### src/rtl/ram_port_arbiter.sv
// Round-robin arbiter for two requesters sharing a single-port RAM.
// Supports locked bursts with a fairness cap, and returns registered read data one cycle after the grant.
module ram_port_arbiter #(
  parameter int unsigned LENGTH    = 4,
  parameter int unsigned LOCATIONS = 8,
  parameter int unsigned MAX_BURST = 4
) (
  input  logic                         clk,
  input  logic                         rst_n,
  input  logic                         req0,
  input  logic                         req1,
  input  logic                         rw0,
  input  logic                         rw1,
  input  logic                         lock0,
  input  logic                         lock1,
  input  logic [$clog2(LOCATIONS)-1:0] addr0,
  input  logic [$clog2(LOCATIONS)-1:0] addr1,
  input  logic [LENGTH-1:0]            wdata0,
  input  logic [LENGTH-1:0]            wdata1,
  output logic                         gnt0,
  output logic                         gnt1,
  output logic                         rvalid0,
  output logic                         rvalid1,
  output logic [LENGTH-1:0]            rdata,
  output logic                         ram_rw,
  output logic [$clog2(LOCATIONS)-1:0] ram_addr,
  output logic [LENGTH-1:0]            ram_indata,
  input  logic [LENGTH-1:0]            ram_outdata
);

  localparam int unsigned AW = $clog2(LOCATIONS);
  localparam int unsigned CW = $clog2(MAX_BURST + 1);

  typedef enum logic [1:0] {IDLE, OWN0, OWN1} state_t;

  state_t          r_state;
  state_t          w_state_nxt;
  logic            r_last;
  logic            w_last_nxt;
  logic [CW-1:0]   r_cnt;
  logic [CW-1:0]   w_cnt_nxt;
  logic [CW-1:0]   w_cnt_inc;
  logic            w_under_cap;
  logic            w_arb_last;
  logic            w_gnt0;
  logic            w_gnt1;
  logic            r_rvalid0;
  logic            r_rvalid1;
  logic [LENGTH-1:0] r_rdata;

  // State, priority pointer and burst counter
  always_ff @(posedge clk or negedge rst_n) begin
    if (!rst_n) begin
      r_state <= IDLE;
      r_last  <= 1'b1;
      r_cnt   <= '0;
    end else begin
      r_state <= w_state_nxt;
      r_last  <= w_last_nxt;
      r_cnt   <= w_cnt_nxt;
    end
  end

  // Grant decision and next-state logic
  always_comb begin
    w_gnt0      = 1'b0;
    w_gnt1      = 1'b0;
    w_state_nxt = IDLE;
    w_last_nxt  = r_last;
    w_cnt_nxt   = '0;
    w_under_cap = (r_cnt < CW'(MAX_BURST));
    // Counter saturates at the cap so a long uncontested burst cannot wrap past it
    w_cnt_inc   = w_under_cap ? (r_cnt + CW'(1)) : r_cnt;
    w_arb_last  = r_last;

    if (r_state == OWN0 && req0 && (!req1 || w_under_cap)) begin
      w_gnt0 = 1'b1;
    end else if (r_state == OWN1 && req1 && (!req0 || w_under_cap)) begin
      w_gnt1 = 1'b1;
    end else begin
      // Losing ownership treats the owner as last-granted, so the other side wins a tie
      if (r_state == OWN0) w_arb_last = 1'b0;
      if (r_state == OWN1) w_arb_last = 1'b1;
      if (req0 && (!req1 || w_arb_last)) w_gnt0 = 1'b1;
      else if (req1)                     w_gnt1 = 1'b1;
    end

    if (!rst_n) begin
      w_gnt0 = 1'b0;
      w_gnt1 = 1'b0;
    end

    if (w_gnt0) begin
      w_last_nxt  = 1'b0;
      w_cnt_nxt   = (r_state == OWN0) ? w_cnt_inc : CW'(1);
      w_state_nxt = lock0 ? OWN0 : IDLE;
    end else if (w_gnt1) begin
      w_last_nxt  = 1'b1;
      w_cnt_nxt   = (r_state == OWN1) ? w_cnt_inc : CW'(1);
      w_state_nxt = lock1 ? OWN1 : IDLE;
    end
  end

  // RAM port mux
  always_comb begin
    ram_rw     = 1'b0;
    ram_addr   = '0;
    ram_indata = '0;
    if (w_gnt0) begin
      ram_rw     = rw0;
      ram_addr   = addr0;
      ram_indata = wdata0;
    end else if (w_gnt1) begin
      ram_rw     = rw1;
      ram_addr   = addr1;
      ram_indata = wdata1;
    end
  end

  // Read response capture
  always_ff @(posedge clk or negedge rst_n) begin
    if (!rst_n) begin
      r_rvalid0 <= 1'b0;
      r_rvalid1 <= 1'b0;
      r_rdata   <= '0;
    end else begin
      r_rvalid0 <= w_gnt0 & ~rw0;
      r_rvalid1 <= w_gnt1 & ~rw1;
      if ((w_gnt0 & ~rw0) | (w_gnt1 & ~rw1)) r_rdata <= ram_outdata;
    end
  end

  assign gnt0    = w_gnt0;
  assign gnt1    = w_gnt1;
  assign rvalid0 = r_rvalid0;
  assign rvalid1 = r_rvalid1;
  assign rdata   = r_rdata;

  logic [AW-1:0] w_unused_aw;
  assign w_unused_aw = '0;

endmodule

### config.mk
export PLATFORM = sky130hd
export DESIGN_NAME = ram_port_arbiter
export DESIGN_NICKNAME = d
export VERILOG_FILES = /design/src/rtl/ram_port_arbiter.sv
export SDC_FILE = /design/constraint.sdc
export NUM_CORES = 1
export LEC_CHECK = 0
export ABC_AREA = 0
export BUFFER_PORTS_ARGS = -buffer_cell sky130_fd_sc_hd__buf_2
export CORE_ASPECT_RATIO = 1.25
export CORE_MARGIN = 3
export CORE_UTILIZATION = 37
export CTS_CLUSTER_DIAMETER = 40
export DETAILED_ROUTE_END_ITERATION = 12
export HOLD_SLACK_MARGIN = 0.12
export PLACE_DENSITY = 0.81
export SLEW_MARGIN = 40
export SYNTH_ARGS = -nofsm -noshare
export SYNTH_HDL_FRONTEND = slang
export SYNTH_SLANG_ARGS = --single-unit
export TNS_END_PERCENT = 10
### constraint.sdc
create_clock -name clk -period 1.9 [get_ports clk]
set_clock_uncertainty 0.15 [all_clocks]
set_input_delay 0.19 -clock clk [delete_from_list [all_inputs] [get_ports clk]]
set_output_delay 0.19 -clock clk [all_outputs]
set_load 0.005 [all_outputs]
Word-level counts from Yosys, hierarchy flattened. Cells that the tools add are included.

Output and inout port bits: 16. Logic and storage cells: 56. Input bits: 26. Bits in registers: 12.

Bitwise gates (word level): 5. Reductions and logical operators: 11. Muxes and demuxes: 30. Add/sub/neg operators: 1. Order comparisons: 1. Eq/ne operators: 2.

Operators by type and width (count): $mux W3 (7); $mux W1 (18); $mux W4 (2); $mux W2 (3); $logic_and A1 B1 Y1 (5); $add A3 B1 Y3 const B (1); $logic_or A1 B1 Y1 (3); $lt A3 B3 Y1 const B (1); $and A1 B1 Y1 (2); $eq A2 B1 Y1 const B (1); $eq A2 B2 Y1 const B (1); $logic_not A1 Y1 (2); $not A1 Y1 (2); $reduce_bool A2 Y1 (1); $or A1 B1 Y1 (1).

Depth between registers and ports, before layout.
Word-level depth: 13. Depth in mapped cells: 5. Mapped depth without buffers: 5.

Least setup slack after synthesis. Ideal clock, no wire load.

Path type: register to output. From: reg r_state[1]. To: out ram_addr[0]. Setup slack: 61 ps. Data required time: 1560 ps. Stages on the path, launching flop included: 6. Arrival: 1499 ps. Path buffers: 1. Path through: dfrtp_1 > mux2_2 > o32a_1 > a21oi_4 > buf_4 > a22o_1.

Cells in the longest elaborated chain, start to end: 13. Elaborated cells between the ends (all ways): 22. Those cells by class: eq/ne (2); mux (14); reduce/logical (6).

Ends and longest elaborated chain: start, declared (line 36) `state_t r_state;`; start signal, assigned (line 58) `r_state <= w_state_nxt;`; $eq A2 B1 Y1 (line 76, 82); $mux W1 (line 82) `if (r_state == OWN0) w_arb_last = 1'b0;`; $mux W1 (line 83) `if (r_state == OWN1) w_arb_last = 1'b1;`; $mux W1 (line 78) `end else if (r_state == OWN1 && req1 && (!req0 || w_under_cap)) begin`; $mux W1 (line 76) `if (r_state == OWN0 && req0 && (!req1 || w_under_cap)) begin`; $logic_or A1 B1 Y1 (line 84) `if (req0 && (!req1 || w_arb_last)) w_gnt0 = 1'b1;`; $logic_and A1 B1 Y1 (line 84); $mux W1 (line 84); $mux W1 (line 78); $mux W1 * (line 76); $mux W1 * (line 88) `if (!rst_n) begin`; via gnt1 (line 21) `output logic gnt1,`; $mux W3 * (line 113) `end else if (w_gnt1) begin`; $mux W3 * (line 109) `if (w_gnt0) begin`; end, declared (line 26) `output logic [$clog2(LOCATIONS)-1:0] ram_addr,`.

The timed path passes the listed nets; every way through them passes the cells marked *. The select of a mux whose other input is x is not followed.

Worst setup path in the final report.
From: reg r_state[1]. To: out ram_addr[0].

Cells in the longest elaborated chain, start to end: 13. Elaborated cells between the ends (all ways): 22. Those cells by class: eq/ne (2); mux (14); reduce/logical (6).

Ends and longest elaborated chain (line): $eq A2 B1 Y1 (76, 82); $mux W1 (82); $mux W1 (83); $mux W1 (78); $mux W1 (76); $logic_or A1 B1 Y1 (84); $logic_and A1 B1 Y1 (84); $mux W1 (84); $mux W1 (78); $mux W1 (76); $mux W1 (88); $mux W3 (113); $mux W3 * (109).

Every way passes the cells marked *; elsewhere a longest branch is shown, timed or not. The select of a mux whose other input is x is not followed.

==> metrics.cfg <==
[timing]
fin_ws_ns = -0.2718
max_freq_ghz = 0.4604
hold_viol_final = 0
fin_tns_setup_ns = -2.494
drv_slew = 0
timing.final.crit_share = 1.143
slew-limit-headroom = 0.6510
setup_violations = 13
grt_setup_unrepaired = true
whs_ns = 0.1329
worstMarginPinSlew_ns = 0.5218
post-route-min-period_ns = 2.172

[power_and_ir_drop]
seqPwrFrac = 0.421
finalPower_mw = 0.7310
vdd_drop_max_uv = 318.9
power.switching_mw = 0.1955
swShare = 0.2674
pwr-share-comb = 0.297
intPower_mw = 0.5355
p_per_area_nw_per_um2 = 649.9
power.leakage_nw = 0.5818
clkPwrFrac = 0.281

[cts]
cts_tree = built
clockBufferDepth = 2
cts_buffers = 3
cts_max_level = 1
clock_sinks = 12
clock-root-buffer = clkbuf_4
clkTransAtPathRegs_ns = 0.07
clk_latency_ns = 0.28

[global_route]
antenna_found_initial = 0
grt_overflow = 0
grt_start_max_net_pins = 14
grt_pass1_vias = 735
grt_pass1_wl_um = 3063
grtUsageTotal = 0.1828

[synth]
seq_area_frac_synth = 0.4446
synth.net_count = 88
synthDistinctLibCells = 26
yosysWarningCount = 0
syn_inst = 61
syn_area_per_cell_um2 = 11.12
synth.cell_area_um2 = 678.2
ys_ff_latch = 12

[floorplan]
chipHeight_um = 53.87
fp.dieW_um = 44.29
die_area_um2 = 2386
initial_core_util = 0.4131
num_rows = 16
ios = 42
core_area_um2 = 1642

[final_layout]
syn_to_final_growth_pct = 65.87
fin_area_um2 = 1125
mostFrequentLayoutCells = 41 x buf_2, 11 x dfrtp_1, 10 x dlygate4sd3_1
layoutNonFillerInstCount = 139
drive_above_1_share = 0.5455
antennaDiodeCount = 0
multiInputGateArea_um2 = 390.4
final_common_cell = buf_2
num-fill-cells = 119
utilization = 0.6852
finalNetCount = 149
register_area_um2 = 301.5

[critical_path]
critical_path.max_fanout = 12
critPathKind = flip-flop to output pin
r2r_end = rdata[0]
ff2ff_path_depth = 6
start_kind = flip-flop
rrSetupSlack_ns = -0.08
endpoint_kind = output pin
critPathCapture = ram_addr[0]
required_ns = 1.56
reg2reg_from = r_last
crit_path_start = r_state[1]
critPathArrivalTime_ns = 1.83

[drt]
ant_nets = 0
wl_met3_um = 115
viasPerCell = 5.108
wl_met1_um = 714
vias = 710
highest_layer = met4
wl_per_cell_um = 13.88
drcViolationCount = 0
drt-initial-drc-count = 5
wl_met2_um = 1026
route.final.wire_length_um = 1930
drt_first_pass_iters = 4

[place]
dp_slack_ns = -0.2011
dp_hpwl_um = 1382
io_buffers = 41
gp_congestion = 0.7875
placed_area_um2 = 943.4
dp.cells = 123

[worst_hold_path]
hold_class = primary input to flip-flop

[run]
cap_violations = 0

[run_status]
status = complete, but fails checks
violations = negative setup slack

layer usage:
layer  track usage  vias up
met2        0.3374       31
met4        0.1307        0
met5             0        -
li1              -      341
met3       0.03344        8
met1        0.1801      330
synth_stat cells:
cell type | instances | area, um^2
a22oi_1 | 1 | 7.510
o32a_1 | 1 | 10.01
nand2b_1 | 1 | 6.260
o32ai_1 | 1 | 8.760
mux2i_1 | 1 | 10.01
a21oi_1 | 1 | 5.000
inv_1 | 1 | 3.750
nand3_1 | 2 | 10.01
xnor2_1 | 1 | 8.760
mux2_2 | 1 | 11.26
ha_1 | 1 | 12.51
a22o_1 | 7 | 61.31
a21oi_4 | 2 | 32.53
nand2_1 | 4 | 15.01
nor3_2 | 1 | 10.01
dfstp_2 | 1 | 26.28
nor2b_1 | 2 | 12.51
nor3b_1 | 2 | 15.01
and2_1 | 4 | 25.02
buf_2 | 1 | 5.000
mux2_4 | 4 | 60.06
nor3_1 | 1 | 5.000
buf_4 | 1 | 7.510
nor2_1 | 7 | 26.28
dfrtp_1 | 11 | 275.3
a21boi_0 | 1 | 7.510
worst max-delay path, cell delays in order, from the launching register on:
cell and delay (ns):
dfrtp_1 0.42, mux2_4 0.33, o32a_1 0.22, a21oi_4 0.20, buf_12 0.14, a22o_1 0.13, buf_2 0.11
repair_timing:
item                                    in CTS  in global routing
pin swaps                                    4                  7
endpoints found under the setup margin      17                 15
resized for setup                            3                  5
hold endpoints to repair                    21                  0
hold buffers                                10                  0
setup buffers                                2                  0
power groups by stage:
| stage | logic [mW] | registers, mW | clock network (mW) |
|---|---|---|---|
| floorplan | 0.0954 | 0.311 | 0 |
| global placement | 0.182 | 0.309 | 0 |
| detailed placement | 0.191 | 0.312 | 0 |
| CTS | 0.214 | 0.308 | 0.211 |
| global route | 0.237 | 0.311 | 0.223 |
| finish | 0.217 | 0.308 | 0.206 |
kinds of logic (layout without fill, tap and decap cells):
group,Yosys count,in the layout,synth area share
muxes,6,6,0.1199
and+or+nand+nor,24,24,0.1845
AOI/OAI and AO/OA,14,14,0.1956
buffers and inverters,3,63,0.02398
adders and majority gates,1,1,0.01845
xor gates and xnor gates,1,1,0.01292
DFF,12,12,0.4447
how the worst min path moves through the flow:
stage                     slack (ns)  cells past startpoint         end  start
after CTS                       0.12                      3     rvalid0  rst_n
after global placement        -0.001                      2  r_state[0]  rst_n
final                           0.13                      3     rvalid0  rst_n
after detailed placement       0.002                      2  r_state[1]  rst_n
after floorplan                -0.26                      0    r_cnt[0]  rst_n
after global routing            0.13                      3     rvalid0  rst_n
cell type report:
type / instances / share of cell area
multi-input combinational: 46 / 0.3471
timing repair buffer: 58 / 0.3293
sequential: 12 / 0.2681
clock buffer: 4 / 0.03226
tap: 18 / 0.02002
inverter: 1 / 0.003337
sequential cells by signal, indices dropped and copies added, names as in the netlist:
name / cells
rvalid0: 1
r_last: 1
r_state: 2
rvalid1: 1
rdata: 4
r_cnt: 3
No activity file was read; power rests on OpenSTA's default activity.
